==> src/rtl/sig_dump_ctrl.sv <==
// End-of-test signature dump controller: snoops control-block writes on the data bus,
// then reads the signature range word by word and streams it out on valid/ready.
module sig_dump_ctrl #(
    parameter int unsigned ADDR_W    = 32,
    parameter int unsigned DATA_W    = 32,
    parameter int unsigned CTRL_BASE = 0,
    parameter int unsigned FLAG_VAL  = 1,
    parameter int unsigned TIMEOUT   = 25000,
    parameter int unsigned MAX_WORDS = 4096,
    localparam int unsigned CNT_W    = $clog2(MAX_WORDS + 1)
) (
    input  logic              clk,
    input  logic              rst,
    input  logic              bus_we,
    input  logic [ADDR_W-1:0] bus_addr,
    input  logic [DATA_W-1:0] bus_wdata,
    output logic              mem_re,
    output logic [ADDR_W-1:0] mem_addr,
    input  logic [DATA_W-1:0] mem_rdata,
    output logic              sig_valid,
    input  logic              sig_ready,
    output logic [DATA_W-1:0] sig_data,
    output logic              sig_last,
    output logic              busy,
    output logic              done,
    output logic              timeout,
    output logic [CNT_W-1:0]  word_cnt
);

    localparam int unsigned       STRIDE     = DATA_W / 8;
    localparam logic [ADDR_W-1:0] BEGIN_ADDR = ADDR_W'(CTRL_BASE + 2 * STRIDE);
    localparam logic [ADDR_W-1:0] END_ADDR   = ADDR_W'(CTRL_BASE + 3 * STRIDE);
    localparam logic [ADDR_W-1:0] FLAG_ADDR  = ADDR_W'(CTRL_BASE + 4 * STRIDE);
    localparam logic [ADDR_W-1:0] ALIGN_MASK = ~ADDR_W'(STRIDE - 1);
    localparam logic [ADDR_W-1:0] STEP       = ADDR_W'(STRIDE);
    localparam logic [ADDR_W:0]   STEP_X     = (ADDR_W + 1)'(STRIDE);
    localparam logic [31:0]       TMO_LAST   = 32'(TIMEOUT - 1);
    localparam logic [CNT_W-1:0]  CNT_MAX    = CNT_W'(MAX_WORDS);
    localparam logic [CNT_W-1:0]  CNT_ONE    = CNT_W'(1);

    typedef enum logic [2:0] {
        ST_RUN, ST_CHECK, ST_READ, ST_WAIT, ST_OUT, ST_DONE, ST_TMO
    } state_t;

    state_t            state;
    logic [ADDR_W-1:0] begin_r;
    logic [ADDR_W-1:0] end_r;
    logic [ADDR_W-1:0] ptr;
    logic [31:0]       timer;
    logic              start;

    assign start = bus_we && (bus_addr == FLAG_ADDR) && (bus_wdata == DATA_W'(FLAG_VAL));

    always_ff @(posedge clk) begin
        if (rst) begin
            state     <= ST_RUN;
            begin_r   <= '0;
            end_r     <= '0;
            ptr       <= '0;
            timer     <= '0;
            mem_re    <= 1'b0;
            mem_addr  <= '0;
            sig_valid <= 1'b0;
            sig_data  <= '0;
            sig_last  <= 1'b0;
            busy      <= 1'b0;
            done      <= 1'b0;
            timeout   <= 1'b0;
            word_cnt  <= '0;
        end else begin
            case (state)
                ST_RUN: begin
                    timer <= timer + 32'd1;
                    if (bus_we && bus_addr == BEGIN_ADDR) begin_r <= ADDR_W'(bus_wdata) & ALIGN_MASK;
                    if (bus_we && bus_addr == END_ADDR)   end_r   <= ADDR_W'(bus_wdata) & ALIGN_MASK;
                    // a start request in the expiry cycle takes priority over the timeout
                    if (start) begin
                        state <= ST_CHECK;
                        busy  <= 1'b1;
                    end else if (TIMEOUT != 0 && timer == TMO_LAST) begin
                        state   <= ST_TMO;
                        timeout <= 1'b1;
                    end
                end
                ST_CHECK: begin
                    ptr <= begin_r;
                    if (begin_r >= end_r) begin
                        state <= ST_DONE;
                        done  <= 1'b1;
                        busy  <= 1'b0;
                    end else begin
                        state    <= ST_READ;
                        mem_re   <= 1'b1;
                        mem_addr <= begin_r;
                    end
                end
                ST_READ: begin
                    mem_re <= 1'b0;
                    state  <= ST_WAIT;
                end
                ST_WAIT: begin
                    sig_data  <= mem_rdata;
                    // widened compare so a range ending at the top of memory cannot wrap
                    sig_last  <= (({1'b0, ptr} + STEP_X) >= {1'b0, end_r}) ||
                                 ((word_cnt + CNT_ONE) == CNT_MAX);
                    sig_valid <= 1'b1;
                    state     <= ST_OUT;
                end
                ST_OUT: begin
                    if (sig_ready) begin
                        sig_valid <= 1'b0;
                        word_cnt  <= word_cnt + CNT_ONE;
                        ptr       <= ptr + STEP;
                        if (sig_last) begin
                            state <= ST_DONE;
                            done  <= 1'b1;
                            busy  <= 1'b0;
                        end else begin
                            state    <= ST_READ;
                            mem_re   <= 1'b1;
                            mem_addr <= ptr + STEP;
                        end
                    end
                end
                default: ;
            endcase
        end
    end

endmodule
==> config.mk <==
export PLATFORM = sky130hd
export DESIGN_NAME = sig_dump_ctrl
export DESIGN_NICKNAME = d
export VERILOG_FILES = /design/src/rtl/sig_dump_ctrl.sv
export SDC_FILE = /design/constraint.sdc
export NUM_CORES = 1
export LEC_CHECK = 0
export CORE_MARGIN = 1.5
export CORE_UTILIZATION = 56
export CTS_CLUSTER_SIZE = 14
export DETAILED_ROUTE_END_ITERATION = 16
export PLACE_DENSITY_LB_ADDON = 0.08
export SYNTH_ARGS = -nofsm -noshare
export SYNTH_HDL_FRONTEND = slang
export SYNTH_SLANG_ARGS = --single-unit
==> constraint.sdc <==
create_clock -name clk -period 4.7 [get_ports clk]
set_input_delay 1.175 -clock clk [delete_from_list [all_inputs] [get_ports clk]]
set_output_delay 1.175 -clock clk [all_outputs]
set_load 0.02 [all_outputs]
==> results of run 1 <==
through the flow:
step / total power, mW / instances / hold WS, ns
floorplan: 2.56 / 1442 / 0.432
global placement: 2.91 / 1822 / 0.436
detailed placement: 2.92 / 1822 / 0.445
CTS: 4.82 / 1866 / 0.452
global route: 4.98 / 1866 / 0.468
finish: 4.81 / 1866 / 0.450
kinds of logic after synthesis:
logic type / share of synthesized area
AO/OA/AOI/OAI: 0.162
buffers and inverters: 0.0483
multiplexers: 0.0189
XOR/XNOR: 0.0546
flip-flops: 0.375
adder cells (fa/ha/maj): 0.0703
AND/OR/NAND/NOR: 0.271
path summary, 6_finish.rpt:
path	cells after the start	slack [ns]	end
setup / recovery	14	1.17	sig_last$_SDFFE_PP0P_
hold / removal	2	0.45	end_r[20]$_SDFFE_PP0P_
setup reg to reg	14	1.17	sig_last$_SDFFE_PP0P_
hold reg to reg	2	0.45	end_r[20]$_SDFFE_PP0P_
placed cells by master (no fill, tap or decap), types with 7 or more instances in the layout:
cell type | synthesis | final
sky130_fd_sc_hd__nand2_1 | 341 | 341
sky130_fd_sc_hd__dfxtp_1 | 210 | 210
sky130_fd_sc_hd__clkdlybuf4s50_1 | 0 | 181
sky130_fd_sc_hd__a21oi_1 | 163 | 163
sky130_fd_sc_hd__nor2_1 | 92 | 91
sky130_fd_sc_hd__ha_1 | 63 | 63
sky130_fd_sc_hd__nand3_1 | 56 | 56
sky130_fd_sc_hd__inv_1 | 44 | 44
sky130_fd_sc_hd__xor2_1 | 40 | 40
sky130_fd_sc_hd__nand4_1 | 39 | 39
sky130_fd_sc_hd__o21ai_0 | 29 | 29
sky130_fd_sc_hd__xnor2_1 | 28 | 28
sky130_fd_sc_hd__clkbuf_16 | 0 | 25
sky130_fd_sc_hd__nor4_1 | 21 | 21
sky130_fd_sc_hd__o211ai_1 | 21 | 21
sky130_fd_sc_hd__nor2b_1 | 21 | 20
sky130_fd_sc_hd__nor3_1 | 20 | 19
sky130_fd_sc_hd__buf_4 | 6 | 17
sky130_fd_sc_hd__a32oi_1 | 15 | 15
sky130_fd_sc_hd__mux2_2 | 13 | 13
sky130_fd_sc_hd__and3_1 | 12 | 12
sky130_fd_sc_hd__a22oi_1 | 10 | 10
sky130_fd_sc_hd__and2_1 | 7 | 7
sky130_fd_sc_hd__nor4b_1 | 7 | 7
sky130_fd_sc_hd__a21o_1 | 7 | 7
sky130_fd_sc_hd__or3_1 | 7 | 7
sky130_fd_sc_hd__clkbuf_1 | 53 | 7
layout make-up:
| cell class | count | share of cell area |
|---|---|---|
| clock inverters | 7 | 0.00628 |
| multi-input cells | 1104 | 0.465 |
| flip-flops and latches | 210 | 0.301 |
| repair buffers | 199 | 0.140 |
| clock buffers | 37 | 0.0517 |
| well taps | 265 | 0.0238 |
| inverters | 44 | 0.0118 |
per-layer routing:
layer | global-route usage | share of wire | vias up
li1 | - | - | 5325
met1 | 0.367 | 0.42 | 5074
met2 | 0.493 | 0.50 | 321
met3 | 0.0374 | 0.049 | 84
met4 | 0.116 | 0.039 | 0
met5 | 0 | 0 | -
power breakdown:
group | internal [mW] | switching (mW) | leakage (nW)
logic | 0.334 | 0.639 | 2.88
clock network | 1.16 | 0.749 | 0.396
registers | 1.84 | 0.0825 | 1.69
total | 3.34 | 1.47 | 4.97
state kept, by name, indices dropped and copies added (netlist names):
register	count
mem_addr	32
ptr	32
sig_data	32
timer	32
begin_r	30
end_r	30
word_cnt	13
state	3
busy	1
done	1
mem_re	1
sig_last	1
sig_valid	1
timeout	1
critical path: cells and delay by family, from the launching register on:
kind                       cells  cell delay [ns]
AOI/OAI and AO/OA              6             1.00
and+or+nand+nor                3             0.79
adders and majority gates      2             0.65
DFF                            1             0.44
buffers and inverters          2             0.37
xor gates and xnor gates       1             0.16
Yosys cell counts, drive strengths merged (24+ instances only):
cell type    n  area, um2
a21oi      164        825
buf         28        154
clkbuf      56        223
dfxtp      210       4200
ha          63        788
inv         44        165
nand2      342       1290
nand3       56        280
nand4       41        278
nor2        93        352
nor4        24        186
o21ai       32        160
xnor2       29        262
xor2        40        350
==> results list, run 1 <==
- Post-CTS sizing: 0
- At the end of routability-driven placement, the weighted congestion stood at 0.876.
* Clock latency at the later pin of the worst-skew pair: 0.53 ns
- Number of nets in the synthesized netlist: 1605
- Height of the die: 144 um
- Total negative slack for setup checks: 0 ns
* Post-synthesis average cell area: 7.77 um2
* Maximum count of clock buffers along a single path: 3
* HPWL Detailed: 22100 um
* Number of distinct library cell variants in the gate-level netlist after synthesis: 74
- Transition at the pin with the smallest max-transition slack: about 1.2 ns
- The startpoint identified for the worst hold timing path is end_r[20]$_SDFFE_PP0P_.
- Worst EP arrival: 3.93 ns
- Fin crit share: 0.752
- In this design, the stage delay of the slowest critical-path cell is roughly 0.44 ns.
- In this run the number of H-tree levels came out at 1.
- DR vias: approximately 11000
- The worst pin sits at a relative slew slack of 0.198.
- In the final design database the tool counted between 1500 and 2000 nets.
- IR analysis of the VDD net gives a maximum drop of slightly above 0.3 mV.
* Slack of the critical path: 1.17 ns
- Prevailing post-synth register cell: sky130_fd_sc_hd__dfxtp_1
- Grt total ovfl: 0
- Design area: roughly 0.014 mm2
- about 180 I/O pins were placed.
- DRT Pass-1 Iters: 5
- The final count of hold timing violations was 0.
* Antenna cell count: 0
- The worst setup path is of the register to register kind.
* Required @ worst endpoint: 5.09 ns
- Ratio of cells with drive above 1 in the final layout: 0.0575
* CTS clk-pin slew, worst paths: 0.06 ns
- Kind of start point of the critical path: register
- Total GRT Usage: 0.288
- After detailed routing, the number of remaining DRC violations is 0.
* Outcome: finished, final reports clean
- The clock period could shrink to between 3 and 4 ns.
- The synthesized netlist occupies a cell area of 0.0112 mm2.
- Clock net sink count: 210
- Count of nets left with antenna violations after detail routing: 0
* Core footprint: just under 0.02 mm2
- Layout Skew: ~0.02 ns
- The first global-routing pass estimated 48500 um of wire.
- Number of flops mapped to enable cells by yosys: 0
* Post-CTS Setup Repair Bufs: 0
- Number of pins with negative max-slew slack in the final report: 0
- Setup violations remaining at the end of the flow were counted as 0.
- For this run, the share of the core covered by cells in the final layout is 0.714.
- Root Driver: sky130_fd_sc_hd__clkbuf_16
- Total area of multi-input combinational cells: 0.00649 mm2
* Total wirelength of the detailed-routed design: approximately 31000 um
* Number of buffers added on ports: 182
* Max capacitance violation total: 0
- Category of the worst setup path capture point: register
* Leakage power total: about 5 nW
* Area of the die: 0.0209 mm2
- The critical path goes through ha_1 > inv_1 > nor4_4 > buf_4 > or3b_1 > xnor2_2 > ha_1 > a21oi_1 > o21ai_0 > nor2b_1 > a211o_1 > o21ai_0 > o21bai_1 > a31oi_1.
- Based on the critical path, the design can be clocked at up to 0.283 GHz.
- The tightest min-delay check is of the register to register type.
- Initial Utilization: 0.574
* Vias in the first global route: 9764
* Worst reg2reg path startpoint: ptr[2]$_SDFFE_PP0P_
- After floorplanning, the core was divided into 51 placement rows.
- Maximum number of pins on one net before global-route repair: 84
* Layout area overhead: 24.4%
* TritonCTS Buffers: 24
- Die Wd: approximately 140 um
* DRC violation total after the first TritonRoute iteration: about 940
* Count of state elements after synthesis: 210
* Top fanout value on the critical path: 10
- In the final routed layout, each cell accounts on average for about 17 um.
* Cts hold-fix bufs: 0
- Number of fill cells in the layout: ~1600
- Initial antenna violation count: 0
- Across the whole layout, storage elements account for 0.00420 mm2.
- Power density over cell area: 345 mW/mm2
- TritonCTS built the clock tree.
* Instance count of the mapped netlist: 1442
* Source of the critical timing path: ptr[2]$_SDFFE_PP0P_
- The share of the Yosys chip area taken by registers is 0.375.
* Standard cell area after detailed placement: 0.0131 mm2
* Cell at the slowest stage of the critical path: sky130_fd_sc_hd__dfxtp_1
* Setup slack after placement: around 1.1 ns
- Yosys warning count: 0
- Dividing the detail-routed via count by the number of cells gives 5.79.
- After synthesis, the share of flip-flops with an asynchronous set or reset is 0.
- Setup repair after global routing left no endpoint under its margin.
Note: power is estimated with default switching activity, not from simulation.
==> run 2, diff against run 1 <==
CORE_UTILIZATION = 49   (was 56)
clock period = 3.2 ns   (was 4.7 ns; I/O delays follow)
==> run 2 against run 1 <==
Wire length increased by 1.5%. Sequential power rose by 47%. Sequential cell count unchanged. Die area is 14% higher. First-iteration DRC count shrank 17%. Total power is 45% higher. Count of clock-buffer cells in the layout fell by 5. Via count shrank 1.3%. Non-clock buffer count is 14 higher. Clock skew down 0.010 ns. Clock power rose by 41%. Fmax rose by 19%.
==> results list, run 2 (synthesized netlist as in run 1, its figures left out) <==
* Number of buffers added on ports: 182
- Total wirelength of the detailed-routed design: 31400 um
- Required @ worst endpoint: between 3 and 4 ns
- Before CTS, the worst setup slack after placement is approximately 0.23 ns.
* Ratio of cells with drive above 1 in the final layout: 0.0682
* Category of the worst setup path capture point: register
- The die covers 0.0238 mm2.
* Transition at the pin with the smallest max-transition slack: 1.17 ns
* Worst reg2reg path startpoint: ptr[5]$_SDFFE_PP0P_
- Highest attainable clock frequency: 0.337 GHz
- Counting instances, the worst hold path has a depth of 2.
- The worst hold path begins at sig_data[1]$_SDFFE_PP0P_.
- End of the worst register-to-register path: sig_last$_SDFFE_PP0P_
- Worst EP arrival: 3.34 ns
* Fin crit share: 0.927
- DRT Pass-1 Iters: 5
* Post-CTS Setup Repair Bufs: 0
- The run finished with clean final reports.
- The wire-length estimate of the detail-placed layout is roughly 23000 um.
* Max_slew headroom: 0.222
* Layout area overhead: 25.8%
- The number of antenna violations at the first check in global routing is 0.
- Type of the most critical hold path: register to register
* Max H-tree Level: 1
- Leakage power total: just over 5 nW
- Worst reg2reg path depth: 12
* Slack of the critical path: 0.234 ns
- Count of nets left with antenna violations after detail routing: 0
* Cell Rows: 55
* Vias in the first global route: roughly 10000
- For the final database, setup skew stands at about 0.009 ns.
* Detail-routed net length per standard cell: around 17 um
* Grt total ovfl: 0
- Total negative slack for setup checks: 0 ns
- CTS clk-pin slew, worst paths: 0.06 ns
- Final hold violations: 0
- The region available for standard cell placement spans between 0.02 and 0.025 mm2.
- The tree is rooted in a sky130_fd_sc_hd__clkbuf_16.
- Across every metal layer, demand over resource in global routing totals 0.262.
- The number of antenna diodes in the final layout is 0.
- Power spread over the standard cell area amounts to 496 mW/mm2.
- I/O pin count: 183
- Counting the buffers created by CTS gives 24.
- Reg-to-reg setup timing slack: ~0.23 ns
- Total power for the finished layout comes to 7.00 mW.
* Non-filler instance count after layout: 1899
- The top cell types in the final layout, fill and taps aside, are sky130_fd_sc_hd__nand2_1 (341), sky130_fd_sc_hd__dfxtp_1 (209), sky130_fd_sc_hd__clkdlybuf4s50_1 (181).
- Entering global routing, the biggest net connects 78 pins.
* Height of the die: 154 um
* Kind of start point of the critical path: register
* Critical setup path kind: register to register
- Final setup violating endpoints: 0
- Time the final worst path needs with I/O delays and setup: 2.97 ns
- Clock tree synthesis found a total of 210 sinks.
- Final Net Count: 1760
- The first global-routing pass estimated 51300 um of wire.
- Initial Utilization: 0.497
- Along the worst path, the maximum fanout reaches 6.
- In the routed design, unresolved DRC markers number 0.
- Hold timing on the final database bottoms out at a slack of 0.451 ns.
- DR vias: 10700
- In this run the deepest clock path goes through 3 buffers.
- Number of pins with negative max-slew slack in the final report: 0
* TritonCTS clock tree: built
- The first routing iteration left 781 violations.
- The worst hold path terminates at sig_data[1]$_SDFFE_PP0P_.
- Once placement completed, the tool counted placed cells totaling roughly 1900.
- Max-cap violations in this run came to 0.
* Final estimated routing congestion in global placement: roughly 0.9
- Setup repair after global routing left no endpoint under its margin.
* Clock latency at the later pin of the worst-skew pair: 0.51 ns
- The die is 154 um wide.
- Largest vdd supply drop: 0.473 mV
* Most frequent standard cell in the layout excluding fill and tap cells: sky130_fd_sc_hd__nand2_1
- Vias per inst: 5.62
[run 2: changes by cell type in the layout (fill, tap and decap cells not counted), moves of 3 or more]
cell | before | now
sky130_fd_sc_hd__buf_4 | 17 | 28
sky130_fd_sc_hd__clkbuf_1 | 7 | 3
sky130_fd_sc_hd__buf_12 | 0 | 3
sky130_fd_sc_hd__clkinv_2 | 4 | 7
[run 2: timing repair]
item | CTS | global route
setup endpoints to repair | 0 | 1
hold buffers | 0 | 0
gates resized for setup | 0 | 2
[run 2: cell type report]
class | count | area, um2
well taps | 285 | 357
inverters | 44 | 165
clock inverters | 11 | 88.8
multi-input cells | 1104 | 6490
clock buffers | 32 | 692
repair buffers | 213 | 2090
flip-flops and latches | 210 | 4210
fillers | 2047 | 8480
[run 2: how the worst max path moves through the flow]
stage	startpoint	end	slack, ns	cells past startpoint
CTS	ptr[4]$_SDFFE_PP0P_	sig_last$_SDFFE_PP0P_	0.22	12
global route	ptr[3]$_SDFFE_PP0P_	sig_last$_SDFFE_PP0P_	0.01	13
global placement	bus_addr[2]	state[0]$_SDFFE_PP0P_	0.23	9
detailed placement	bus_addr[2]	state[0]$_SDFFE_PP0P_	0.23	9
finish	ptr[5]$_SDFFE_PP0P_	sig_last$_SDFFE_PP0P_	0.23	12
floorplan	ptr[2]$_SDFFE_PP0P_	sig_last$_SDFFE_PP0P_	0.14	14
[run 2: power by group]
part	switching, mW	internal [mW]	total (mW)
clock	1.10	1.60	2.70
combinational	0.940	0.527	1.47
sequential	0.121	2.71	2.83
[run 2: layer usage]
| layer | GRT usage | share of wire | vias up |
|---|---|---|---|
| li1 | - | - | 5354 |
| met1 | 0.330 | 0.43 | 5002 |
| met2 | 0.459 | 0.49 | 246 |
| met3 | 0.0412 | 0.046 | 66 |
| met4 | 0.0820 | 0.031 | 0 |
| met5 | 0 | 0 | - |
[run 2: metrics by stage]
step                area [um2]   util
global placement         13300  0.589
global route             14100  0.625
CTS                      14100  0.624
finish                   14100  0.625
detailed placement       13300  0.589
floorplan                11200      -
[run 2: worst max-delay path: stages (launching register included)]
cell	delay, ns
sky130_fd_sc_hd__dfxtp_1	0.46
sky130_fd_sc_hd__nand4_4	0.19
sky130_fd_sc_hd__nor4_4	0.30
sky130_fd_sc_hd__or3b_1	0.42
sky130_fd_sc_hd__xnor2_2	0.15
sky130_fd_sc_hd__ha_1	0.30
sky130_fd_sc_hd__a21oi_1	0.12
sky130_fd_sc_hd__o21ai_0	0.09
sky130_fd_sc_hd__nor2b_1	0.13
sky130_fd_sc_hd__a211o_1	0.28
sky130_fd_sc_hd__o21ai_0	0.16
sky130_fd_sc_hd__o21bai_1	0.13
sky130_fd_sc_hd__a31oi_1	0.09
